[src/rtl/exc_ctrl_pkg.sv]
// rtl/exc_ctrl_pkg.sv - exception codes, FSM states and candidate record for exc_ctrl
//
// Shared by exc_prio_enc and exc_ctrl. The exception codes are the values
// driven on excepttype_o to CP0. EXC_INT is internal; CP0 maps it to ExcCode 0.
package exc_ctrl_pkg;

    localparam logic [4:0] EXC_NONE = 5'h00;
    localparam logic [4:0] EXC_INT  = 5'h10;
    localparam logic [4:0] EXC_ADEL = 5'h04;
    localparam logic [4:0] EXC_ADES = 5'h05;
    localparam logic [4:0] EXC_SYS  = 5'h08;
    localparam logic [4:0] EXC_BP   = 5'h09;
    localparam logic [4:0] EXC_RI   = 5'h0A;
    localparam logic [4:0] EXC_OV   = 5'h0C;
    localparam logic [4:0] EXC_ERET = 5'h0E;

    typedef enum logic [1:0] {
        ST_IDLE  = 2'd0,
        ST_HOLD  = 2'd1,
        ST_FLUSH = 2'd2
    } state_t;

    // Everything CP0 needs about one exception, captured together so a
    // stalled candidate can be replayed unchanged at commit.
    typedef struct packed {
        logic [4:0]  code;
        logic        delayslot;
        logic [31:0] pc;
        logic [31:0] badvaddr;
    } cand_t;

endpackage

[src/rtl/exc_prio_enc.sv]
// rtl/exc_prio_enc.sv - fixed-priority encoder from MEM exception flags to (code, badvaddr)
//
// Ports:
//   valid                 MEM stage holds a real instruction
//   int_req               registered interrupt request
//   adel_if .. eret       per-instruction exception flags
//   pc, addr              instruction PC and data address
//   code                  selected exception code (EXC_NONE when nothing applies)
//   badvaddr              faulting address for address errors, else 0
module exc_prio_enc
    import exc_ctrl_pkg::*;
(
    input  logic        valid,
    input  logic        int_req,
    input  logic        adel_if,
    input  logic        ri,
    input  logic        ov,
    input  logic        syscall,
    input  logic        brk,
    input  logic        adel,
    input  logic        ades,
    input  logic        eret,
    input  logic [31:0] pc,
    input  logic [31:0] addr,
    output logic [4:0]  code,
    output logic [31:0] badvaddr
);

    always_comb begin
        code     = EXC_NONE;
        badvaddr = 32'h0;
        if (valid) begin
            if (int_req) begin
                code = EXC_INT;
            end else if (adel_if) begin
                code     = EXC_ADEL;
                badvaddr = pc;
            end else if (ri) begin
                code = EXC_RI;
            end else if (ov) begin
                code = EXC_OV;
            end else if (syscall) begin
                code = EXC_SYS;
            end else if (brk) begin
                code = EXC_BP;
            end else if (adel) begin
                code     = EXC_ADEL;
                badvaddr = addr;
            end else if (ades) begin
                code     = EXC_ADES;
                badvaddr = addr;
            end else if (eret) begin
                code = EXC_ERET;
            end
        end
    end

endmodule

[src/rtl/exc_ctrl.sv]
// rtl/exc_ctrl.sv - exception/interrupt controller between MEM stage and CP0
//
// Ports:
//   clk, rst                      clock, synchronous active-high reset
//   stall_i                       pipeline frozen; commit is deferred while high
//   mem_*                         MEM-stage instruction info and exception flags
//   status_i, cause_i, epc_i      CP0 state
//   excepttype_o .. badvaddr_o    one-cycle exception report to CP0
//   flush_o, new_pc_o             pipeline flush and redirect target
//   busy_o                        high while holding a stalled event or flushing
module exc_ctrl
    import exc_ctrl_pkg::*;
#(
    parameter logic [31:0] EXC_VECTOR   = 32'hBFC0_0380,
    parameter int unsigned FLUSH_CYCLES = 2
) (
    input  logic        clk,
    input  logic        rst,
    input  logic        stall_i,
    input  logic        mem_valid_i,
    input  logic [31:0] mem_pc_i,
    input  logic        mem_in_delayslot_i,
    input  logic        mem_adel_if_i,
    input  logic        mem_ri_i,
    input  logic        mem_ov_i,
    input  logic        mem_syscall_i,
    input  logic        mem_break_i,
    input  logic        mem_adel_i,
    input  logic        mem_ades_i,
    input  logic [31:0] mem_addr_i,
    input  logic        mem_eret_i,
    input  logic [31:0] status_i,
    input  logic [31:0] cause_i,
    input  logic [31:0] epc_i,
    output logic [4:0]  excepttype_o,
    output logic        is_in_delayslot_o,
    output logic [31:0] current_inst_addr_o,
    output logic [31:0] badvaddr_o,
    output logic        flush_o,
    output logic [31:0] new_pc_o,
    output logic        busy_o
);

    localparam logic [3:0] FLUSH_INIT = 4'(FLUSH_CYCLES);

    state_t      state;
    logic [3:0]  flush_cnt;
    logic        int_req_q;
    cand_t       held;
    cand_t       live;
    cand_t       commit_cand;
    logic        commit_now;
    logic [4:0]  live_code;
    logic [31:0] live_badvaddr;

    // Only the interrupt-related fields of Status/Cause matter here.
    logic unused_ok;
    assign unused_ok = ^{status_i[31:16], status_i[7:2], cause_i[31:16], cause_i[7:0]};

    exc_prio_enc u_prio (
        .valid    (mem_valid_i),
        .int_req  (int_req_q),
        .adel_if  (mem_adel_if_i),
        .ri       (mem_ri_i),
        .ov       (mem_ov_i),
        .syscall  (mem_syscall_i),
        .brk      (mem_break_i),
        .adel     (mem_adel_i),
        .ades     (mem_ades_i),
        .eret     (mem_eret_i),
        .pc       (mem_pc_i),
        .addr     (mem_addr_i),
        .code     (live_code),
        .badvaddr (live_badvaddr)
    );

    always_comb begin
        live.code      = live_code;
        live.delayslot = mem_in_delayslot_i;
        live.pc        = mem_pc_i;
        live.badvaddr  = live_badvaddr;
    end

    // In HOLD the latched copy is committed, never the live MEM inputs,
    // because the MEM stage may already show a different instruction.
    always_comb begin
        commit_cand = (state == ST_HOLD) ? held : live;
        commit_now  = !stall_i &&
                      ((state == ST_HOLD) ||
                       (state == ST_IDLE && live.code != EXC_NONE));
    end

    always_ff @(posedge clk) begin
        if (rst) begin
            state               <= ST_IDLE;
            flush_cnt           <= 4'd0;
            int_req_q           <= 1'b0;
            held                <= '0;
            excepttype_o        <= EXC_NONE;
            is_in_delayslot_o   <= 1'b0;
            current_inst_addr_o <= 32'h0;
            badvaddr_o          <= 32'h0;
            flush_o             <= 1'b0;
            new_pc_o            <= 32'h0;
            busy_o              <= 1'b0;
        end else begin
            int_req_q <= (|(cause_i[15:8] & status_i[15:8])) & status_i[0] & ~status_i[1];

            // The CP0 report is a single-cycle pulse.
            excepttype_o        <= EXC_NONE;
            is_in_delayslot_o   <= 1'b0;
            current_inst_addr_o <= 32'h0;
            badvaddr_o          <= 32'h0;

            case (state)
                ST_IDLE, ST_HOLD: begin
                    if (commit_now) begin
                        excepttype_o        <= commit_cand.code;
                        is_in_delayslot_o   <= commit_cand.delayslot;
                        current_inst_addr_o <= commit_cand.pc;
                        badvaddr_o          <= commit_cand.badvaddr;
                        flush_o             <= 1'b1;
                        new_pc_o            <= (commit_cand.code == EXC_ERET) ? epc_i : EXC_VECTOR;
                        busy_o              <= 1'b1;
                        flush_cnt           <= FLUSH_INIT;
                        state               <= ST_FLUSH;
                    end else if (state == ST_IDLE && live.code != EXC_NONE) begin
                        held   <= live;
                        busy_o <= 1'b1;
                        state  <= ST_HOLD;
                    end
                end
                ST_FLUSH: begin
                    // Runs to completion regardless of stall_i.
                    if (flush_cnt <= 4'd1) begin
                        flush_cnt <= 4'd0;
                        flush_o   <= 1'b0;
                        busy_o    <= 1'b0;
                        state     <= ST_IDLE;
                    end else begin
                        flush_cnt <= flush_cnt - 4'd1;
                    end
                end
                default: begin
                    flush_o <= 1'b0;
                    busy_o  <= 1'b0;
                    state   <= ST_IDLE;
                end
            endcase
        end
    end

endmodule
[config.mk]
export PLATFORM = sky130hd
export DESIGN_NAME = exc_ctrl
export DESIGN_NICKNAME = d
export VERILOG_FILES = /design/src/rtl/exc_ctrl_pkg.sv /design/src/rtl/exc_prio_enc.sv /design/src/rtl/exc_ctrl.sv
export SDC_FILE = /design/constraint.sdc
export NUM_CORES = 1
export LEC_CHECK = 0
export CAP_MARGIN = 20
export CORE_MARGIN = 2
export CORE_UTILIZATION = 40
export CTS_BUF_LIST = sky130_fd_sc_hd__clkbuf_8
export CTS_CLUSTER_SIZE = 20
export DETAILED_ROUTE_END_ITERATION = 8
export PLACE_DENSITY = 0.77
export SKIP_LAST_GASP = 1
export SLEW_MARGIN = 10
export SYNTH_ARGS = -nofsm -noshare
export SYNTH_HDL_FRONTEND = slang
export SYNTH_HIERARCHICAL = 1
export SYNTH_SLANG_ARGS = --single-unit
[constraint.sdc]
create_clock -name clk -period 2.7 [get_ports clk]
set_input_delay 0.54 -clock clk [delete_from_list [all_inputs] [get_ports clk]]
set_output_delay 0.54 -clock clk [all_outputs]
set_load 0.01 [all_outputs]
Word-level counts from Yosys, hierarchy flattened:

Cells that the tools add are included.
W data, S select, Z words.

* bits in registers: 181
* bits in latches: 0
* memory bits (writable): 0
* ROM bits: 0
* input port bits: 173
* output and inout port bits: 104
* logic and storage cells: 77
* memories: 0

* $add $sub $neg: 1
* multiply operators: 0
* divide/modulo/power cells: 0
* $lt $le $gt $ge: 1
* equality and inequality tests: 6
* shifts and indexed selects: 0
* multiplexer cells: 34
* bitwise gates (word level): 6
* reduce and logical (&&, ||, !) cells: 15

Operators with widths (count)
* $mux W32: 10
* $mux W70: 1
* $mux W5: 9
* $mux W4: 3
* $and A8 B8 Y8: 1
* $pmux W4 S2: 1
* $reduce_and A2 Y1: 4
* $reduce_or A8 Y1: 1
* $mux W2: 3
* $eq A5 B4 Y1 const B: 1
* $reduce_bool A5 Y1: 1
* $le A4 B1 Y1 const B: 1
* $mux W1: 4
* $ne A2 B2 Y1 const B: 2
* $pmux W1 S2: 2
* $pmux W2 S2: 1
* $sub A4 B1 Y4 const B: 1
* $ne A3 B3 Y1 const B: 1
* $not A1 Y1: 3
* $reduce_and A3 Y1: 1
* $reduce_or A3 Y1: 1
* $and A1 B1 Y1: 2
* $eq A2 B1 Y1 const B: 1
* $eq A2 B2 Y1 const B: 1
* 6 further kinds: 7

Longest topological paths before layout:

Gate-level depths: netlist (run 1).

* depth after elaboration: 16
* mapped depth: 9
* depth with buffers taken out: 7

Cells and area by module:

Netlist (run 1), hierarchy kept.

By module, submodules not included
* exc_ctrl: times used 1, cells each 819, area each 6685.2 um^2, seq. area each 3623.5 um^2
* exc_prio_enc: times used 1, cells each 57, area each 450.4 um^2, seq. area each 0.0 um^2

Worst setup path before layout (run 1):

No wires, ideal clock.

* path type: input-to-reg
* start point: input port mem_adel_i
* end point: register new_pc_o[25]
* setup time: 120 ps
* data arrival time: 2584 ps
* data required time: 2580 ps
* setup slack: -4 ps
* stages: 9
* path buffers: 2
* cells stage by stage: nor2_1 -> a21oi_1 -> a211oi_1 -> nor2_1 -> a311o_1 -> buf_2 -> buf_6 -> nor3_1 -> nor3_1

* cells in the longest elaborated chain, start to end: 13
* elaborated cells on any way between the ends: 16
* those cells by class: eq/ne: 1; mux: 10; reduce/logical: 5

RTL lines
* from (decl): RTL line exc_ctrl.sv:28 `input logic mem_adel_i,`
* $mux W5 *: RTL line exc_prio_enc.sv:46 `end else if (adel) begin`
* $mux W5 *: RTL line exc_prio_enc.sv:44 `end else if (brk) begin`
* $mux W5 *: RTL line exc_prio_enc.sv:42 `end else if (syscall) begin`
* $mux W5 *: RTL line exc_prio_enc.sv:40 `end else if (ov) begin`
* $mux W5 *: RTL line exc_prio_enc.sv:38 `end else if (ri) begin`
* $mux W5 *: RTL line exc_prio_enc.sv:35 `end else if (adel_if) begin`
* $mux W5 *: RTL line exc_prio_enc.sv:33 `if (int_req) begin`
* $mux W5 *: RTL line exc_prio_enc.sv:32 `if (valid) begin`
* via live_code[3]: RTL line exc_ctrl.sv:53 `logic [4:0] live_code;`
* $reduce_bool A5 Y1: RTL line exc_ctrl.sv:90 `(state == ST_IDLE && live.code != EXC_NONE));`
* $logic_and A1 B1 Y1: RTL line exc_ctrl.sv:90
* $logic_or A1 B1 Y1: RTL line exc_ctrl.sv:89 `((state == ST_HOLD) ||`
* $logic_and A1 B1 Y1: RTL line exc_ctrl.sv:88 `commit_now = !stall_i &&`
* $reduce_and A2 Y1 (no source line)
* to (signal assigned): RTL line exc_ctrl.sv:123 `new_pc_o <= (commit_cand.code == EXC_ERET) ? epc_i : EXC_VECTOR;`
* to (decl): RTL line exc_ctrl.sv:40 `output logic [31:0] new_pc_o,`

Mark *: on every way through the listed nets, which the timed path passes. The rest lies on a longest branch.
A chain may end at the register's enable or synchronous reset.

Worst setup path in the final report (run 1):

* start point: input port mem_ri_i
* end point: register current_inst_addr_o[8]

* cells in the longest elaborated chain, start to end: 10

RTL lines
* from (decl): RTL line exc_ctrl.sv:24 `input logic mem_ri_i,`
* $mux W5: RTL line exc_prio_enc.sv:38
* $mux W5: RTL line exc_prio_enc.sv:35
* $mux W5: RTL line exc_prio_enc.sv:33
* $mux W5: RTL line exc_prio_enc.sv:32
* via live_code[0]: RTL line exc_ctrl.sv:53
* $reduce_bool A5 Y1: RTL line exc_ctrl.sv:90
* $logic_and A1 B1 Y1: RTL line exc_ctrl.sv:90
* $logic_or A1 B1 Y1: RTL line exc_ctrl.sv:89
* $logic_and A1 B1 Y1: RTL line exc_ctrl.sv:88
* $not A1 Y1 (no source line)
* $reduce_or A3 Y1 (no source line)
* to (signal assigned): RTL line exc_ctrl.sv:120 `current_inst_addr_o <= commit_cand.pc;`
* to (decl): RTL line exc_ctrl.sv:37 `output logic [31:0] current_inst_addr_o,`

The timed path passes the listed nets, and every way through them passes these cells.

==> results of run 1 <==
==> flip-flops by register name (all words and copies together), names as in the netlist <==
| name | cells |
|---|---|
| held | 70 |
| flush_cnt | 4 |
| state | 2 |
| flush_o | 1 |
| excepttype_o | 5 |
| busy_o | 1 |
| is_in_delayslot_o | 1 |
| new_pc_o | 32 |
| int_req_q | 1 |
| current_inst_addr_o | 32 |
| badvaddr_o | 32 |
==> worst max-delay path, delay by kind of cell <==
| kind | cells | cell delay, ns |
|---|---|---|
| AO/OA/AOI/OAI | 2 | 0.50 |
| buffers and inverters | 3 | 0.84 |
| AND/OR/NAND/NOR | 4 | 1.04 |
==> path summary, 6_finish.rpt <==
check	to	start	depth (start not counted)	slack (ns)
worst max register to register	current_inst_addr_o[8]$_SDFF_PP0_	int_req_q$_SDFF_PP0_	8	0.36
worst max-delay path	current_inst_addr_o[8]$_SDFF_PP0_	mem_ri_i	9	0.13
worst min-delay path	badvaddr_o[3]$_SDFF_PP0_	held[3]$_SDFFE_PP0P_	2	0.45
worst min register to register	badvaddr_o[3]$_SDFF_PP0_	held[3]$_SDFFE_PP0P_	2	0.45
==> layout make-up <==
type / count / share of cell area [%]
inverters: 5 / 0.185
clock buffers: 17 / 2.31
well taps: 225 / 2.78
flip-flops and latches: 181 / 35.8
multi-input cells: 622 / 30.1
repair buffers: 267 / 27.0
clock inverters: 15 / 1.85
==> per-stage QoR <==
step,hold WS (ns),area (um2),total power [W],setup slack (ns)
floorplan,0.430,7140,0.00334,0.0281
global placement,0.437,9700,0.00377,-0.280
detailed placement,0.442,9700,0.00378,-0.338
CTS,0.444,10100,0.00571,0.158
global route,0.464,10100,0.00590,0.00465
finish,0.452,10100,0.00566,0.134
==> placed cells by master, fill, tap and decap left out, types with 2 or more instances in the layout <==
master	count
a21oi_1	156
a21oi_2	11
a22o_1	32
a22oi_1	5
a31oi_1	4
and3_1	3
buf_12	12
buf_4	26
bufinv_16	2
clkbuf_8	17
clkdlybuf4s50_1	229
clkinv_4	4
dfxtp_1	181
ha_1	2
inv_1	5
inv_6	4
inv_8	3
nand2_1	302
nand2b_1	4
nand2b_2	2
nand3_1	22
nor2_1	24
nor3_1	30
nor4_1	2
==> where the power goes <==
part | switching, W | internal [W]
Clock | 0.00108 | 0.000866
Combinational | 0.000455 | 0.000437
Sequential | 0.0000513 | 0.00277
Total | 0.00158 | 0.00408
==> per-layer routing <==
layer	wire length (um)	vias up
li1	-	3369
met1	8170	3138
met2	9480	277
met3	1860	18
met4	246	0
met5	0	-
==> cell families after synthesis <==
group | after synthesis | synth area share, %
adder cells (fa/ha/maj) | 2 | 0.351
buffers and inverters | 73 | 6.79
flip-flops | 181 | 50.8
AND/OR/NAND/NOR | 400 | 23.1
AO/OA/AOI/OAI | 220 | 19.0
==> impl_metrics.env, run 1 <==
export IMPL_status="completed"
export IMPL_yosysTopAreaCell="dfxtp_1"
export IMPL_die_y_um=138
export IMPL_critPathMaxFanout=25
export IMPL_syn_inst=876
export IMPL_drtPass1Iterations=5
export IMPL_slowest_stage="or4b_4"
export IMPL_clock_skew_final_ns=0.0155
export IMPL_powerDensity_mw_per_mm2=559
export IMPL_row_count=48
export IMPL_io_buffers=230
export IMPL_synth_nets=1051
export IMPL_slew_viol_final=0
export IMPL_cts_clk_slew_worst_paths_ns=0.10
export IMPL_dominantRegCellSynth="dfxtp_1"
export IMPL_synth_seq_cells=181
export IMPL_grt_pass1_wl_um=31300
export IMPL_cts_tree="done"
export IMPL_setup_tns_ns=0
export IMPL_utilization_pct=58.3
export IMPL_synth_top_area_share_pct=50.8
export IMPL_place_congestion=0.778
export IMPL_layout_drive_gt1_share_pct=8.31
export IMPL_grt_max_degree=71
export IMPL_synthTopCellsByCount="nand2_1, dfxtp_1, a21oi_1, a22o_1, nor3_1"
export IMPL_cap_violations=0
export IMPL_post_cts_setup_buffer_count=0
export IMPL_max_stage_delay_ns=0.55
export IMPL_hold_viol_final=0
export IMPL_grt_overflow=0
export IMPL_cts_sinks=181
export IMPL_tightest_slew_ns=0.444
export IMPL_instances_no_fill=1332
export IMPL_holdBufCountCts=0
export IMPL_clockBufferDepth=2
export IMPL_grt_util_met3_pct=6.99
export IMPL_netlist_area_mm2=0.00714
export IMPL_drtIter0Drc=370
export IMPL_grtUsageMet2_pct=34.8
export IMPL_antenna_cells=0
export IMPL_fillers=1582
export IMPL_cp_common_cell="buf_4"
export IMPL_final_nets=1269
export IMPL_first_global_vias=6392
export IMPL_rsz0062_at_grt="no"
export IMPL_cts_resized_gates=0
export IMPL_area_growth_pct=41.8
export IMPL_grt_antenna_before_repair=0
export IMPL_setup_viol=0
export IMPL_grt_busiest_layer="met2"
export IMPL_synth_edf_count=0
export IMPL_grt_util_all_layers_pct=21.0
export IMPL_leakage_nw=3.56
export IMPL_insertion_delay_ns=0.46
export IMPL_synth_distinct_cells=39
export IMPL_timing_final_crit_share_pct=95.1
export IMPL_dpl_hpwl_um=12700
export IMPL_cts_htree_levels=4
export IMPL_post_synth_top_count_cell="nand2_1"
export IMPL_worst_setup_path_end_kind="flop"
export IMPL_wl_per_cell_um=14.8
export IMPL_start_util_pct=41.1
export IMPL_multi_input_area_mm2=0.00305
export IMPL_die_w_um=138
export IMPL_pin_count=277
export IMPL_fmax_mhz=390
export IMPL_relSlewSlack_pct=70.4
export IMPL_cp_data_arrival_time_ns=2.95
export IMPL_ys_top_cells_by_area="dfxtp_1, nand2_1, a21oi_1"
export IMPL_antenna_violating_nets_post_route=0
export IMPL_final_seq_area_mm2=0.00362
export IMPL_routed_via_density=5.11
export IMPL_drcViolationCount=0
export IMPL_min_period_ns=2.57
export IMPL_core_area_mm2=0.0174
export IMPL_start_kind="primary input"
export IMPL_async_reset_ff_share_pct=0
export IMPL_yosysSeqAreaShare_pct=50.8
export IMPL_hold_path_class="reg2reg"
export IMPL_root_buffer="clkbuf_8"
export IMPL_peakVddDrop_uv=300
export IMPL_cts_made_buffers=17
export IMPL_synth_warnings=6
export IMPL_worstSetupPathType="in2reg"
export IMPL_cp_required_ns=3.08
export IMPL_dieArea_mm2=0.0189
export IMPL_grt_use_met1_pct=25.7
export IMPL_place_inst=1300
export IMPL_synth_area_per_cell_um2=8.15
export IMPL_path_cells="clkdlybuf4s50_1 > or4b_4 > nor4_1 > buf_4 > nor2_1 > a311oi_4 > nand2b_2 > buf_4 > a21oi_1"
export IMPL_finalWirelength_um=19800
export IMPL_num_vias=6802
Power figures use the tool's default switching activity.
==> run 2, diff against run 1 <==
--- a/config.mk
+++ b/config.mk
@@ -6,7 +6,7 @@
 export NUM_CORES = 1
 export LEC_CHECK = 0
 export CAP_MARGIN = 20
-export CORE_MARGIN = 2
+export CORE_MARGIN = 3
 export CORE_UTILIZATION = 40
 export CTS_BUF_LIST = sky130_fd_sc_hd__clkbuf_8
 export CTS_CLUSTER_SIZE = 20
==> impl_metrics.env, run 2 (synthesized netlist as in run 1, its figures left out) <==
export IMPL_cp_data_arrival_time_ns=2.96
export IMPL_layout_commonest_cell="nand2_1"
export IMPL_worst_setup_path_end_kind="flop"
export IMPL_final_cell_mix="nand2_1, clkdlybuf4s50_1, dfxtp_1, a21oi_1, a22o_1"
export IMPL_rsz0062_at_grt="no"
export IMPL_drcViolationCount=0
export IMPL_status="completed"
export IMPL_dpl_hpwl_um=13100
export IMPL_drtIter0Drc=425
export IMPL_die_y_um=140
export IMPL_critPathMaxFanout=70
export IMPL_leakage_nw=3.55
export IMPL_final_nets=1269
export IMPL_start_util_pct=41.1
export IMPL_cts_clk_slew_worst_paths_ns=0.09
export IMPL_max_stage_delay_ns=0.55
export IMPL_tightest_slew_ns=0.567
export IMPL_slowest_stage="or4b_4"
export IMPL_cts_made_buffers=17
export IMPL_clock_skew_final_ns=0.0123
export IMPL_crit_buf_inv=3
export IMPL_min_period_ns=2.59
export IMPL_num_vias=6833
export IMPL_reg2reg_depth=8
export IMPL_setup_viol=0
export IMPL_row_count=48
export IMPL_rrSetupSlack_ns=0.36
export IMPL_relSlewSlack_pct=62.2
export IMPL_hold_viol_final=0
export IMPL_cpLargestDelayFamily="simple AND/OR/NAND/NOR gates"
export IMPL_die_w_um=140
export IMPL_largest_reg_flops=70
export IMPL_area_growth_pct=41.4
export IMPL_cts_sinks=181
export IMPL_holdBufCountCts=0
export IMPL_design_power_total_w=0.00571
export IMPL_grt_overflow=0
export IMPL_finalWirelength_um=20000
export IMPL_cts_tree="done"
export IMPL_grt_antenna_before_repair=0
export IMPL_pin_count=277
export IMPL_placed_cell_area_mm2=0.00966
export IMPL_hold_path_class="reg2reg"
export IMPL_drtPass1Iterations=5
export IMPL_min_path_cells=2
export IMPL_antenna_cells=0
export IMPL_grt_pass1_wl_um=32500
export IMPL_dieArea_mm2=0.0195
export IMPL_start_kind="primary input"
export IMPL_peakVddDrop_uv=301
export IMPL_cap_violations=0
export IMPL_core_area_mm2=0.0174
export IMPL_antenna_violating_nets_post_route=0
export IMPL_post_cts_setup_buffer_count=0
export IMPL_timing_final_crit_share_pct=95.9
export IMPL_cts_htree_levels=4
export IMPL_worstSetupPathType="in2reg"
export IMPL_slew_viol_final=0
export IMPL_layout_drive_gt1_share_pct=8.05
export IMPL_io_buffers=230
export IMPL_path_cells="clkdlybuf4s50_1 > or4b_4 > nor4_1 > buf_4 > nor2_1 > a311oi_4 > nand2b_2 > buf_12 > a21oi_1"
export IMPL_routed_via_density=5.13
export IMPL_cp_depth=9
export IMPL_cp_required_ns=3.07
export IMPL_root_buffer="clkbuf_8"
export IMPL_cts_resized_gates=0
export IMPL_grt_util_all_layers_pct=20.2
export IMPL_place_congestion=0.772
export IMPL_grt_max_degree=71
export IMPL_first_global_vias=6536
export IMPL_design_area_mm2=0.0101
export IMPL_powerDensity_mw_per_mm2=566
export IMPL_wl_per_cell_um=15.0
export IMPL_fmax_mhz=386
export IMPL_insertion_delay_ns=0.45
export IMPL_clockBufferDepth=2
export IMPL_top_register="held"
run 2: changes by cell type in the layout (fill, tap and decap cells not counted):
cell	delta
buf_12	-3
buf_4	+3
bufinv_16	+2
clkbuf_8	+1
clkinv_2	+1
clkinv_4	-2
clkinv_8	-1
clkinvlp_4	+1
inv_1	+2
inv_6	-2
inv_8	-3
run 2: final cells by class:
type,count,area [um2]
clock buffer,18,248
clock inverter,13,183
fill,1555,7260
inverter,5,18.8
multi-input combinational,622,3050
sequential,181,3620
tap,225,282
timing repair buffer,267,2690
run 2: worst register-to-register path, delay by kind of cell (launching register included):
| family | cells | cell delay, ns |
|---|---|---|
| compound gates | 2 | 0.60 |
| buf+inv | 2 | 0.37 |
| flops | 1 | 0.32 |
| simple gates | 4 | 0.97 |
run 2: path summary, 6_finish.rpt:
kind,from,to
min,held[4]$_SDFFE_PP0P_,badvaddr_o[4]$_SDFF_PP0_
max,mem_ri_i,badvaddr_o[17]$_SDFF_PP0_
min reg2reg,held[4]$_SDFFE_PP0P_,badvaddr_o[4]$_SDFF_PP0_
max reg2reg,int_req_q$_SDFF_PP0_,badvaddr_o[17]$_SDFF_PP0_
run 2: metrics by stage:
step / utilization [%] / cells / hold WS [ns] / setup slack (ns) / TNS [ns]
after floorplan: - / 876 / 0.430 / 0.0281 / 0
after global placement: 55.7 / 1300 / 0.437 / -0.318 / -46.24
after detailed placement: 55.7 / 1300 / 0.442 / -0.364 / -52.29
after CTS: 58.1 / 1331 / 0.445 / 0.134 / 0
after global routing: 58.1 / 1331 / 0.466 / 0.0371 / 0
final: 58.1 / 1331 / 0.447 / 0.110 / 0
run 2: layer usage:
layer	global-route usage [%]	vias up	wire length, um
li1	-	3364	-
met1	25.2	3168	8430
met2	33.4	279	9490
met3	6.49	22	1780
met4	6.88	0	302
met5	0	-	0
run 2: power by group:
| part | total (W) | internal (W) | leakage (nW) | switching [W] |
|---|---|---|---|---|
| Combinational | 0.000885 | 0.000431 | 1.87 | 0.000454 |
| Sequential | 0.00282 | 0.00277 | 1.47 | 0.0000520 |
| Clock | 0.00200 | 0.00103 | 0.218 | 0.000971 |
| Total | 0.00571 | 0.00423 | 3.55 | 0.00148 |
==> run 3, diff against run 2 <==
--- a/config.mk
+++ b/config.mk
@@ -7,11 +7,11 @@
 export LEC_CHECK = 0
 export CAP_MARGIN = 20
 export CORE_MARGIN = 3
-export CORE_UTILIZATION = 40
+export CORE_UTILIZATION = 45
 export CTS_BUF_LIST = sky130_fd_sc_hd__clkbuf_8
 export CTS_CLUSTER_SIZE = 20
 export DETAILED_ROUTE_END_ITERATION = 8
-export PLACE_DENSITY = 0.77
+export PLACE_DENSITY = 0.82
 export SKIP_LAST_GASP = 1
 export SLEW_MARGIN = 10
 export SYNTH_ARGS = -nofsm -noshare
==> constraint.sdc (replaced) <==
create_clock -name clk -period 2.4 [get_ports clk]
set_input_delay 0.48 -clock clk [delete_from_list [all_inputs] [get_ports clk]]
set_output_delay 0.48 -clock clk [all_outputs]
set_load 0.01 [all_outputs]
==> impl_metrics.env, run 3 (synthesized netlist as in run 1, its figures left out) <==
export IMPL_cp_required_ns=2.79
export IMPL_status="completed"
export IMPL_cap_violations=0
export IMPL_routed_via_density=5.22
export IMPL_design_area_mm2=0.0104
export IMPL_slew_viol_final=0
export IMPL_num_vias=6949
export IMPL_p_clk_share_pct=32.7
export IMPL_area_growth_pct=45.7
export IMPL_instances_no_fill=1332
export IMPL_hold_path_class="in2reg"
export IMPL_placed_cell_area_mm2=0.00973
export IMPL_layout_commonest_cell="nand2_1"
export IMPL_layout_drive_gt1_share_pct=10.3
export IMPL_design_power_total_w=0.00639
export IMPL_die_y_um=132
export IMPL_pwr_share_seq_pct=49.7
export IMPL_largest_reg_flops=70
export IMPL_cp_common_cell="buf_6"
export IMPL_start_util_pct=46.4
export IMPL_relSlewSlack_pct=69.1
export IMPL_cts_sinks=181
export IMPL_dieArea_mm2=0.0174
export IMPL_grt_overflow=0
export IMPL_path_cells="clkdlybuf4s50_1 > nor3_2 > a31oi_2 > nor3_1 > buf_4 > or4_4 > o211ai_4 > buf_6 > buf_6 > nand2_1 > a21oi_1"
export IMPL_io_buffers=230
export IMPL_finalWirelength_um=20400
export IMPL_clockBufferDepth=2
export IMPL_max_stage_delay_ns=0.55
export IMPL_cts_clk_slew_worst_paths_ns=0.09
export IMPL_grt_pass1_wl_um=32000
export IMPL_setup_tns_ns=0
export IMPL_combPwrFrac_pct=17.6
export IMPL_wl_per_cell_um=15.3
export IMPL_place_congestion=0.776
export IMPL_rsz0062_at_grt="yes"
export IMPL_fmax_mhz=423
export IMPL_die_w_um=132
export IMPL_drcViolationCount=0
export IMPL_final_nets=1283
export IMPL_insertion_delay_ns=0.47
export IMPL_antenna_violating_nets_post_route=0
export IMPL_start_kind="primary input"
export IMPL_tightest_slew_ns=0.463
export IMPL_core_area_mm2=0.0154
export IMPL_drtIter0Drc=603
export IMPL_clock_skew_final_ns=0.0156
export IMPL_grt_max_degree=79
export IMPL_cts_made_buffers=17
export IMPL_worst_setup_path_end_kind="flop"
export IMPL_slowest_stage="clkdlybuf4s50_1"
export IMPL_peakVddDrop_uv=421
export IMPL_critPathMaxFanout=9
export IMPL_worstSetupPathType="in2reg"
export IMPL_timing_final_crit_share_pct=98.4
export IMPL_leakage_nw=3.71
export IMPL_p_switching_w=0.00168
export IMPL_pre_cts_slack_ns=-0.555
export IMPL_first_global_vias=6558
export IMPL_holdBufCountCts=0
export IMPL_grt_util_all_layers_pct=22.1
export IMPL_fin_ws_ns=0.0373
export IMPL_internal_power_w=0.00471
export IMPL_setup_viol=0
export IMPL_grt_antenna_before_repair=1
export IMPL_cts_tree="done"
export IMPL_cts_htree_levels=4
export IMPL_final_cell_mix="nand2_1, clkdlybuf4s50_1, dfxtp_1, a21oi_1, a22o_1"
export IMPL_pin_count=277
export IMPL_place_inst=1288
export IMPL_hold_viol_final=0
export IMPL_root_buffer="clkbuf_8"
export IMPL_dpl_hpwl_um=12500
export IMPL_cp_data_arrival_time_ns=2.76
export IMPL_sw_frac_of_total_pct=26.3
export IMPL_drtPass1Iterations=5
export IMPL_powerDensity_mw_per_mm2=615
export IMPL_min_period_ns=2.36
export IMPL_row_count=45
export IMPL_top_register="held"
## run 3: repair_timing
| action | CTS | global route |
|---|---|---|
| cloned | 1 | 5 |
| pin swaps | 6 | 4 |
| resized for setup | 11 | 9 |
| setup endpoints to repair | 26 | 167 |
| buffers inserted | 4 | 2 |
## run 3: cell type report
type / count / area (um2)
multi-input cells: 622 / 3120
fillers: 1242 / 4980
clock inverters: 14 / 160
flip-flops and latches: 181 / 3620
clock buffers: 17 / 234
repair buffers: 281 / 2970
inverters: 5 / 18.8
diodes: 1 / 2.50
well taps: 211 / 264
## run 3: power groups by stage
stage	Sequential, W	Combinational [W]	Clock, W
6_report	0.00318	0.00112	0.00209
4_1_cts	0.00318	0.00106	0.00214
3_3_place_gp	0.00324	0.00100	0
2_1_floorplan	0.00326	0.000494	0
3_5_place_dp	0.00325	0.00101	0
5_1_grt	0.00319	0.00121	0.00226
## run 3: worst max-delay path, delay by kind of cell
kind,cells,cell delay [ns]
AOI/OAI and AO/OA,3,0.49
buffers and inverters,4,1.04
and+or+nand+nor,4,0.74
## run 3: path summary, 6_finish.rpt
| kind | from | endpoint | slack, ns | cells past startpoint |
|---|---|---|---|---|
| setup / recovery | mem_break_i | held[22]$_SDFFE_PP0P_ | 0.04 | 11 |
| hold / removal | rst | new_pc_o[2]$_SDFFE_PP0P_ | 0.44 | 2 |
| setup reg to reg | int_req_q$_SDFF_PP0_ | badvaddr_o[17]$_SDFF_PP0_ | 0.13 | 8 |
| hold reg to reg | held[13]$_SDFFE_PP0P_ | badvaddr_o[13]$_SDFF_PP0_ | 0.45 | 2 |
## run 3: metal layers
layer / GRT usage [%] / routed length, um
met3: 6.95 / 1860
met5: 0 / 0
met2: 35.6 / 9730
met1: 27.8 / 8390
met4: 8.52 / 462
## run 3: through the flow
stage | hold WS (ns) | util [%]
floorplan | 0.430 | -
global placement | 0.437 | 63.3
detailed placement | 0.444 | 63.3
CTS | 0.402 | 66.5
global route | 0.430 | 67.6
finish | 0.441 | 67.6
